==> config.mk <==
export PLATFORM = sky130hd
export DESIGN_NAME = hash_table_lookup
export DESIGN_NICKNAME = d
export VERILOG_FILES = /design/src/rtl/hash_table_lookup_pkg.sv /design/src/rtl/hash_table_lookup.sv
export SDC_FILE = /design/constraint.sdc
export NUM_CORES = 1
export LEC_CHECK = 0
export ABC_AREA = 1
export CORE_ASPECT_RATIO = 0.9
export CORE_MARGIN = 10
export CORE_UTILIZATION = 40
export DETAILED_ROUTE_END_ITERATION = 8
export PLACE_DENSITY = 0.78
export SYNTH_ARGS = -nofsm -noshare
export SYNTH_HDL_FRONTEND = slang
export SYNTH_SLANG_ARGS = --single-unit
==> constraint.sdc <==
create_clock -name clk -period 5.7 [get_ports clk]
set_clock_uncertainty 0.05 [all_clocks]
set_input_delay 1.14 -clock clk [delete_from_list [all_inputs] [get_ports clk]]
set_output_delay 1.14 -clock clk [all_outputs]
set_load 0.02 [all_outputs]
==> src/rtl/hash_table_lookup_pkg.sv <==
// Shared encodings for the exact-match lookup stage: FSM state bus and common constants.
package hash_table_lookup_pkg;

    localparam int LKUP_STATE_BUS = 3;

    localparam logic [LKUP_STATE_BUS-1:0] LKUP_STATE_IDLE = 3'd0;
    localparam logic [LKUP_STATE_BUS-1:0] LKUP_STATE_HASH = 3'd1;
    localparam logic [LKUP_STATE_BUS-1:0] LKUP_STATE_READ = 3'd2;
    localparam logic [LKUP_STATE_BUS-1:0] LKUP_STATE_CMP  = 3'd3;
    localparam logic [LKUP_STATE_BUS-1:0] LKUP_STATE_RESP = 3'd4;

    localparam logic        TRUE      = 1'b1;
    localparam logic        FALSE     = 1'b0;
    localparam logic [31:0] ZERO_WORD = 32'h0;

endpackage

==> src/rtl/hash_table_lookup.sv <==
// Exact-match table lookup with linear probing: hashes the key, then reads up to MAX_PROBE slots.
// Latency 6 cycles accept->resp for a first-slot result, +2 per extra probe; holds the result until resp_ready_i.
module hash_table_lookup
    import hash_table_lookup_pkg::*;
#(
    parameter int KEY_W     = 64,
    parameter int DATA_W    = 32,
    parameter int INDEX_W   = 8,
    parameter int MAX_PROBE = 4
) (
    input  logic               clk,
    input  logic               rst,
    input  logic               req_valid_i,
    output logic               req_ready_o,
    input  logic [KEY_W-1:0]   key_i,
    output logic               hash_start_o,
    output logic [KEY_W-1:0]   hash_key_o,
    input  logic               hash_ready_i,
    input  logic [DATA_W-1:0]  hash_val_i,
    output logic               tbl_rd_o,
    output logic [INDEX_W-1:0] tbl_addr_o,
    input  logic               tbl_vld_i,
    input  logic [KEY_W-1:0]   tbl_key_i,
    input  logic [DATA_W-1:0]  tbl_data_i,
    output logic               resp_valid_o,
    input  logic               resp_ready_i,
    output logic               resp_hit_o,
    output logic [DATA_W-1:0]  resp_data_o,
    output logic [INDEX_W-1:0] resp_probes_o
);

    logic [LKUP_STATE_BUS-1:0] state;
    logic [KEY_W-1:0]          key_q;
    logic [INDEX_W-1:0]        index_q;
    // One bit wider than the address so a full-table probe limit still compares correctly.
    logic [INDEX_W:0]          probe_cnt;
    logic                      hash_first;

    logic [INDEX_W-1:0]        next_index;
    logic                      key_match;
    logic                      probe_limit;
    logic                      unused_hash_bits;

    assign next_index  = index_q + INDEX_W'(1);
    assign key_match   = tbl_vld_i && (tbl_key_i == key_q);
    assign probe_limit = (probe_cnt == (INDEX_W+1)'(MAX_PROBE));

    // Only the low hash bits address the table.
    assign unused_hash_bits = ^hash_val_i[DATA_W-1:INDEX_W];

    assign hash_key_o = key_q;
    assign tbl_addr_o = index_q;

    always_ff @(posedge clk or posedge rst) begin
        if (rst) begin
            state         <= LKUP_STATE_IDLE;
            key_q         <= '0;
            index_q       <= '0;
            probe_cnt     <= '0;
            hash_first    <= FALSE;
            req_ready_o   <= TRUE;
            hash_start_o  <= FALSE;
            tbl_rd_o      <= FALSE;
            resp_valid_o  <= FALSE;
            resp_hit_o    <= FALSE;
            resp_data_o   <= '0;
            resp_probes_o <= '0;
        end else begin
            case (state)
                LKUP_STATE_IDLE: begin
                    if (req_valid_i) begin
                        key_q        <= key_i;
                        probe_cnt    <= '0;
                        hash_first   <= TRUE;
                        hash_start_o <= TRUE;
                        req_ready_o  <= FALSE;
                        state        <= LKUP_STATE_HASH;
                    end
                end

                LKUP_STATE_HASH: begin
                    // hash_ready_i is sticky from the previous lookup during the first cycle here.
                    hash_first <= FALSE;
                    if (!hash_first && hash_ready_i) begin
                        index_q      <= hash_val_i[INDEX_W-1:0];
                        hash_start_o <= FALSE;
                        tbl_rd_o     <= TRUE;
                        state        <= LKUP_STATE_READ;
                    end
                end

                LKUP_STATE_READ: begin
                    tbl_rd_o  <= FALSE;
                    probe_cnt <= probe_cnt + (INDEX_W+1)'(1);
                    state     <= LKUP_STATE_CMP;
                end

                LKUP_STATE_CMP: begin
                    if (!tbl_vld_i || key_match || probe_limit) begin
                        resp_valid_o  <= TRUE;
                        resp_hit_o    <= key_match;
                        resp_data_o   <= key_match ? tbl_data_i : DATA_W'(ZERO_WORD);
                        resp_probes_o <= probe_cnt[INDEX_W-1:0];
                        state         <= LKUP_STATE_RESP;
                    end else begin
                        index_q  <= next_index;
                        tbl_rd_o <= TRUE;
                        state    <= LKUP_STATE_READ;
                    end
                end

                LKUP_STATE_RESP: begin
                    if (resp_ready_i) begin
                        resp_valid_o  <= FALSE;
                        resp_hit_o    <= FALSE;
                        resp_data_o   <= '0;
                        resp_probes_o <= '0;
                        req_ready_o   <= TRUE;
                        state         <= LKUP_STATE_IDLE;
                    end
                end

                default: begin
                    state        <= LKUP_STATE_IDLE;
                    req_ready_o  <= TRUE;
                    hash_start_o <= FALSE;
                    tbl_rd_o     <= FALSE;
                    resp_valid_o <= FALSE;
                end
            endcase
        end
    end

endmodule
==> impl_summary.md, run 1 <==
Drt
The wire length after detailed routing is 21.61 mm. The routed wire length on met2 is 10.60 mm. Before antenna repair, the detailed router went through 5 iterations. After detailed routing, the average wire length per cell comes to 15.00 um. The post-route DRC violation count is 0. In the detailed route, the total length drawn on met3 is 1.901 mm. The detailed router put a total of 8.775 mm of wire on met1. The overall via count from detail_route is 6711. The first-iteration detailed-routing DRC count is 354. The highest routed metal layer is met4. In this run the remaining antenna-violating nets after routing total 0.

The number of vias per cell after detailed routing is 4.657.

Worst setup path
For this design, the slowest cell found on the critical path is sky130_fd_sc_hd__buf_4. The delay of the slowest cell on the worst path is 0.73 ns. The signal on the critical path passes through clkdlybuf4s50_1 > nand2_1 > nand2_1 > o21ai_2 > nor2_4 > buf_4 > nor2_2 > inv_2 > o21ai_0.

The cell family contributing the most delay on the critical path is buffers and inverters. Data on the critical path arrives at its endpoint at 3.39 ns. The critical path is of the in2reg type. The number of buffer and inverter instances along the worst setup path is 3.

The endpoint kind of the worst setup timing path is a flip-flop. The worst setup path is launched from an input pin. The launch instance of the worst register-to-register path is state[2]. Tracing the worst setup path back leads to its startpoint at hash_ready_i. At the worst endpoint, the required time is 5.94 ns.

The most numerous cell type found on the critical path is sky130_fd_sc_hd__nand2_1. The highest net fanout along the worst path is 104.

Yosys
The average instance in the mapped netlist occupies 7.234 sq um. For this run, the number of Yosys warnings is 0. The synthesized design contains 130 register bits.

The number of nets handed over by synthesis was 1135. The async set or reset register ratio after synthesis is 100.0%. The largest area contributor in the netlist is sky130_fd_sc_hd__dfrtp_1. The flip-flop cell with the highest count after synthesis is sky130_fd_sc_hd__dfrtp_1. In this run the biggest area consumer among cell types represents 47.78% of the synthesized area. The cell count after synthesis came out at 934. The portion of the post-synthesis area used by sequential elements is 48.17%.

The most common cell in the synthesized netlist is sky130_fd_sc_hd__nand2_1. The number of distinct library cell variants in the gate-level netlist after synthesis is 34. By area the synthesized netlist is led by sky130_fd_sc_hd__dfrtp_1, sky130_fd_sc_hd__nand2_1, sky130_fd_sc_hd__inv_1.

The synthesized design contains 0 enable-type register cells. The cell area after technology mapping is 6756 sq um. Sorting the synthesized cells by how often they occur yields sky130_fd_sc_hd__nand2_1, sky130_fd_sc_hd__dfrtp_1, sky130_fd_sc_hd__inv_1, sky130_fd_sc_hd__nor2_1, sky130_fd_sc_hd__o21ai_0.

Placement
The area of placed instances is 9766 sq um. The HPWL after detailed placement is 16.20 mm. The congestion estimate from routability-driven global placement came to 0.8038. The count of buffers inserted at the top-level ports is 290.

Final layout
After the last flow step, the layout net total stands at 1415. The finished cells cover 10380 sq um. The share of post-route cells with drive strength above 1 is 5.542%. The area added between synthesis and finish is 53.59%.

STA
Setup violations remaining at the end of the flow were counted as 0. At the pin with the least slew margin, the transition time is 1.102 ns. Measured against its own limit, the worst slew margin works out to 26.47%. The minimum clock period is 3.154 ns.

Of the available clock period, the critical path in the final layout requires 55.33%. The summed negative setup slack over all endpoints is 0 ns. Setup repair after global routing left no endpoint under its margin. The number of failing hold endpoints at the final stage is 0. The total count of max-transition violations in the final report is 0. Based on the critical path, the design can be clocked at up to 317.1 MHz.

CTS
The clock net in this run drives a total of 130 sinks. The maximum number of buffers from clock root to sink is 2. The number of gates given a new drive strength after cts is 0. The worst-skew pair later-pin latency is 0.41 ns. The H-tree was split into 4 levels. TritonCTS built the clock tree. The cell sitting at the root of the clock tree is a sky130_fd_sc_hd__clkbuf_16. The number of CTS-inserted buffers is 17. The post-CTS setup buffer count is 0. The hold buffer count at cts is 0.

The register clock-pin slew on the reported worst setup and hold paths is 0.06 ns.

Global route
The global-route wire length before repair is 33.95 mm. Global routing used 18.90% of the available tracks across all layers. Entering global routing, the biggest net connects 105 pins. The total overflow left after global routing is 0. The initial antenna violation count is 3.

The number of global-route vias before repair is 6541.

Power and ir drop
In this run the static leakage power is 4.973 nW. The ratio of total power to cell area is 477.2 nW/um^2. The maximum vdd drop is 0.0003801 V.

Floorplanning
The overall die height is 143.3 um. The boundary pin count is 315. The number of core rows is 45. After floorplanning, the core was sized to cover 16720 sq um. The initial utilization of the core area, before any placement, comes to 40.40%. The die covers 22500 sq um. The die is 157.0 um wide.

Min path
The path class of the tightest hold or removal check is reg2reg. The beginning of the worst hold path is req_ready_o.

Flow run
Max-cap violations in this run came to 0.

Status
The flow ran to the end, and the final reports show no timing, DRC or antenna violations.
cells in the final DEF (no fill, tap or decap), drive strengths merged, types with 2 or more instances in the layout:
cell,n
nand2,373
clkdlybuf4s50,290
dfrtp,129
inv,125
nor2,100
o21ai,96
nand3,47
clkbuf,19
xor2,12
clkinv,9
diode,3
o22ai,3
ha,3
clkinvlp,3
nor3,3
nand4,2
xnor2,2
nor3b,2
bufinv,2
buf,2
worst reg2reg max path, stage by stage (launching register included):
cell	delay (ns)
sky130_fd_sc_hd__dfrtp_1	0.44
sky130_fd_sc_hd__nor2_1	0.13
sky130_fd_sc_hd__inv_1	0.09
sky130_fd_sc_hd__nor2_2	0.15
sky130_fd_sc_hd__nand2_1	0.32
sky130_fd_sc_hd__o21ai_2	0.23
sky130_fd_sc_hd__nor2_4	0.05
sky130_fd_sc_hd__inv_1	0.79
sky130_fd_sc_hd__o21ai_0	0.24
state kept, by name, indices dropped and copies added (netlist names):
name,count
hash_first,1
req_ready_o,1
resp_valid_o,1
hash_key_o,64
resp_probes_o,8
state,3
probe_cnt,9
hash_start_o,1
resp_data_o,32
tbl_rd_o,1
resp_hit_o,1
tbl_addr_o,8
power by group:
| group | internal [W] | switching (W) |
|---|---|---|
| registers | 0.00124 | 0.000279 |
| logic | 0.000943 | 0.00138 |
| clock network | 0.000675 | 0.000435 |
| total | 0.00286 | 0.00210 |
path summary, 6_finish.rpt:
path | cells after the start | slack (ns) | to
max in group asynchronous | 3 | 3.31 | req_ready_o
worst max register to register | 8 | 3.05 | hash_start_o
min in group asynchronous | 2 | 1.27 | resp_data_o[3]
worst max-delay path | 9 | 2.55 | probe_cnt[1]
worst min-delay path | 2 | 0.42 | req_ready_o
worst min register to register | 2 | 0.42 | req_ready_o
area by class of cell:
class,instances,area [sq um]
flip-flops and latches,130,3254
fillers,1472,6345
clock inverters,13,151.4
well taps,211,264.0
diodes,3,7.507
repair buffers,292,2918
multi-input cells,647,2851
clock buffers,19,452.9
inverters,126,478.0
routing by layer:
| layer | track usage [%] | vias to the layer above |
|---|---|---|
| li1 | - | 3423 |
| met1 | 22.02 | 3058 |
| met2 | 31.19 | 209 |
| met3 | 7.320 | 21 |
| met4 | 6.501 | 0 |
| met5 | 0 | - |
stage by stage:
step           total power [W]  setup slack (ns)  std cells  util (%)  hold slack [ns]
3_3_place_gp          0.003822             2.107       1406     58.40           0.4031
4_1_cts               0.005012             2.508       1438     62.01           0.4233
3_5_place_dp          0.003877             2.069       1406     58.40           0.4046
6_report              0.004952             2.546       1441     62.06           0.4217
2_1_floorplan         0.002882             1.042        934         -           0.4453
5_1_grt               0.005325             2.274       1441     62.06           0.4487
cells by family (layout without fill, tap and decap cells):
logic type | after synthesis | count (layout) | share of synthesized area (%)
AND/OR/NAND/NOR | 528 | 528 | 31.44
buffers and inverters | 157 | 450 | 9.630
AO/OA/AOI/OAI | 102 | 102 | 8.389
flip-flops | 130 | 130 | 48.17
other | 0 | 3 | 0
XOR/XNOR | 14 | 14 | 1.815
adder cells (fa/ha/maj) | 3 | 3 | 0.5556
Power figures use the tool's default switching activity.
==> run 2: changes to the inputs <==
Settings changed: CORE_UTILIZATION 40 to 38.
Clock period 5.7 ns to 2.8 ns, I/O delays scaled along.
==> impl_summary.md, run 2 (same netlist as run 1, synthesis figures left out) <==
Status
Result of the run: complete, no violations (unchanged).

Floorplanning
The core box area is 17550 sq um (was 16720 sq um). The initial standard-cell utilization of the core is 38.49% (was 40.40%). The boundary pin count was 315 (unchanged). The die area is 23520 sq um (was 22500 sq um).

The number of core rows came to 46 (was 45). The die width was 160.6 um (was 157.0 um). The overall die height is 146.5 um (was 143.3 um).

Power and ir drop
The total power consumption of the routed design is 0.01026 W (was 0.004952 W). The maximum vdd drop is 0.0007029 V (was 0.0003801 V). The cell leakage power was 5.041 nW (was 4.973 nW). The ratio of total power to cell area is 972.8 nW/um^2 (was 477.2 nW/um^2).

STA
The transition time at the pin with the least slew margin is 0.7388 ns (was 1.102 ns). RSZ-0062 raised after global routing: no (unchanged). The worst relative slew slack is 50.69% (was 26.47%). The part of the cycle the worst path needs is 78.14%. The minimum clock period is 2.188 ns. The summed negative setup slack over all endpoints is 0 ns (unchanged). The final critical-path setup slack was 0.6120 ns (was 2.546 ns). The number of setup violations in the final report was 0 (unchanged). The number of failing hold endpoints at the final stage is 0 (unchanged). The maximum frequency from static timing analysis is 457.0 MHz. The total count of max-transition violations in the final report is 0 (unchanged).

Final layout
The area added between synthesis and finish is 56.13% (was 53.59%). The most common cell after layout, fill and taps aside is sky130_fd_sc_hd__nand2_1 (unchanged). The number of flip-flops under the largest register name is 64 (unchanged). The share of post-route cells with drive strength above 1 is 6.230% (was 5.542%). The number of fillers in the final layout is 1557 (was 1472). The final non-filler cell area is 10550 sq um (was 10380 sq um).

Commonest non-fill, non-tap cells in the layout: sky130_fd_sc_hd__nand2_1, sky130_fd_sc_hd__clkdlybuf4s50_1, sky130_fd_sc_hd__dfrtp_1 (unchanged). The number of nets in the final layout is 1424 (was 1415). The number of non-filler instances in the completed layout came to 1477 (was 1441).

Worst setup path
The arrival time reported for the critical path endpoint came to 2.44 ns (was 3.39 ns). The required arrival time at the worst endpoint was 3.05 ns (was 5.94 ns). The highest net fanout along the worst path came to 20 (was 104).

The endpoint of the worst register-to-register path is hash_key_o[60] (was hash_start_o). The cell with the largest stage delay on the worst path is sky130_fd_sc_hd__clkdlybuf4s50_1 (was sky130_fd_sc_hd__buf_4). The delay of the slowest cell on the worst path is 0.49 ns (was 0.73 ns). The number of buffer and inverter instances along the worst setup path is 3 (unchanged). The length in cells of the worst reg-to-reg path is 10 (was 8). The cell family contributing the most delay on the critical path is simple AND/OR/NAND/NOR gates (was buffers and inverters). The launch instance of the worst register-to-register path was state[2] (unchanged). The sort of element at the start of the critical path is an input pin (unchanged). Worst-path cell chain: clkdlybuf4s50_1 > inv_1 > nand2_1 > nand2_1 > nor2_1 > nand2_1 > nor2_1 > nand2_1 > nor2_1 > nand2_2 > nand3_4 > nand2_4 > buf_4 > nand2_1 > o21ai_1 (was clkdlybuf4s50_1 > nand2_1 > nand2_1 > o21ai_2 > nor2_4 > buf_4 > nor2_2 > inv_2 > o21ai_0).

The register-to-register path setup slack came to 0.74 ns (was 3.05 ns). The category of the critical setup timing path is in2reg (unchanged). The endpoint kind of the worst setup timing path is a flip-flop (unchanged). The critical path's most frequent cell is sky130_fd_sc_hd__nand2_1 (unchanged).

CTS
The number of gates given a new drive strength after cts is 0 (unchanged). The register clock-pin slew on the reported worst setup and hold paths came to 0.07 ns (was 0.06 ns). The clock sink count is 130 (unchanged). The hold buffer count at cts came to 0 (unchanged). The number of CTS-inserted buffers is 17 (unchanged). The worst-skew pair later-pin latency is 0.42 ns (was 0.41 ns). The maximum number of buffers from clock root to sink is 2 (unchanged). The clock root buffer is sky130_fd_sc_hd__clkbuf_16 (unchanged).

The count of H-tree levels built during CTS is 4 (unchanged). The post-CTS setup buffer count is 0 (unchanged). The CTS tree is built (unchanged).

Drt
The number of nets still failing antenna checks after routing is 0 (unchanged). The average routed wire per standard cell came to 15.22 um (was 15.00 um). The first-pass iteration count of the detailed router is 5 (unchanged). The post-route DRC violation count is 0 (unchanged). The wire length after detailed routing is 22.49 mm (was 21.61 mm).

The overall via count from detail_route is 6771 (was 6711). The first-iteration detailed-routing DRC count is 399 (was 354). The number of vias per cell after detailed routing is 4.584 (was 4.657).

Min path
The end point of the most critical hold path is req_ready_o (unchanged). The beginning of the worst hold path was req_ready_o (unchanged). The count of cells along the worst hold path is 2 (unchanged). The class of the most critical hold timing path was reg2reg (unchanged).

Placement
The total placed cells including tap cells is 1444 (was 1406). The routability congestion estimate from global placement is 0.8385 (was 0.8038). The area of placed instances is 9956 sq um (was 9766 sq um). The count of buffers inserted at the top-level ports is 290 (unchanged). The HPWL after detailed placement came to 17.16 mm (was 16.20 mm). The setup slack at placement is 0.1591 ns (was 2.069 ns).

Global route
The sum of overflow across all layers after global routing came to 0 (unchanged). The global-route wire length before repair came to 35.98 mm (was 33.95 mm). The maximum number of pins on one net before global-route repair is 105 (unchanged). The number of global-route vias before repair is 6835 (was 6541). The initial antenna violation count is 1 (was 3). The total global-route track usage is 18.86% (was 18.90%).

Flow run
The count of max-cap constraint violations is 0 (unchanged).
-- run 2: routing by layer --
metal  global-route usage (%)  vias up  part of all wire (%)
met4                    5.688        0                   1.9
li1                         -     3443                     -
met1                    21.69     3087                    42
met3                    6.352       30                   7.4
met2                    32.45      211                    49
met5                        0        -                     0
-- run 2: how the worst max path moves through the flow --
stage	cells past startpoint	end	slack (ns)	from
finish	15	resp_data_o[15]	0.61	tbl_key_i[35]
global route	14	resp_data_o[5]	0.42	tbl_key_i[35]
CTS	1	req_ready_o	0.59	req_ready_o
detailed placement	15	resp_data_o[15]	0.16	tbl_key_i[35]
global placement	15	resp_data_o[11]	0.24	tbl_key_i[35]
floorplan	1	hash_first	0.58	rst
-- run 2: stage by stage --
step,hold WS (ns),util [%]
CTS,0.4262,60.08
finish,0.4201,60.09
floorplan,0.4453,-
global placement,0.4012,56.71
detailed placement,0.4123,56.71
global route,0.4375,60.09
-- run 2: worst register-to-register path, stage by stage, from the launching register on --
cell and delay, ns:
sky130_fd_sc_hd__dfrtp_1 0.43, sky130_fd_sc_hd__nor2_1 0.13, sky130_fd_sc_hd__inv_1 0.08, sky130_fd_sc_hd__nor2_2 0.13, sky130_fd_sc_hd__nand2_1 0.10, sky130_fd_sc_hd__o21ai_2 0.11
sky130_fd_sc_hd__nor2_4 0.06, sky130_fd_sc_hd__inv_1 0.54, sky130_fd_sc_hd__buf_12 0.24, sky130_fd_sc_hd__nand2_1 0.06, sky130_fd_sc_hd__nand2_1 0.06
-- run 2: report_power, final --
part,internal (W),switching [W],leakage (nW)
Sequential,0.00252,0.000568,1.68
Clock,0.00127,0.000970,0.286
Combinational,0.00205,0.00288,3.07
Total,0.00584,0.00442,5.04
-- run 2: final cells by class --
type | count | area (sq um) | area share (%)
flip-flops and latches | 130 | 3254 | 30.85
repair buffers | 301 | 3073 | 29.13
multi-input cells | 647 | 2851 | 27.03
inverters | 126 | 476.7 | 4.519
clock buffers | 17 | 425.4 | 4.033
well taps | 240 | 300.3 | 2.847
clock inverters | 15 | 165.2 | 1.566
diodes | 1 | 2.502 | 0.02372
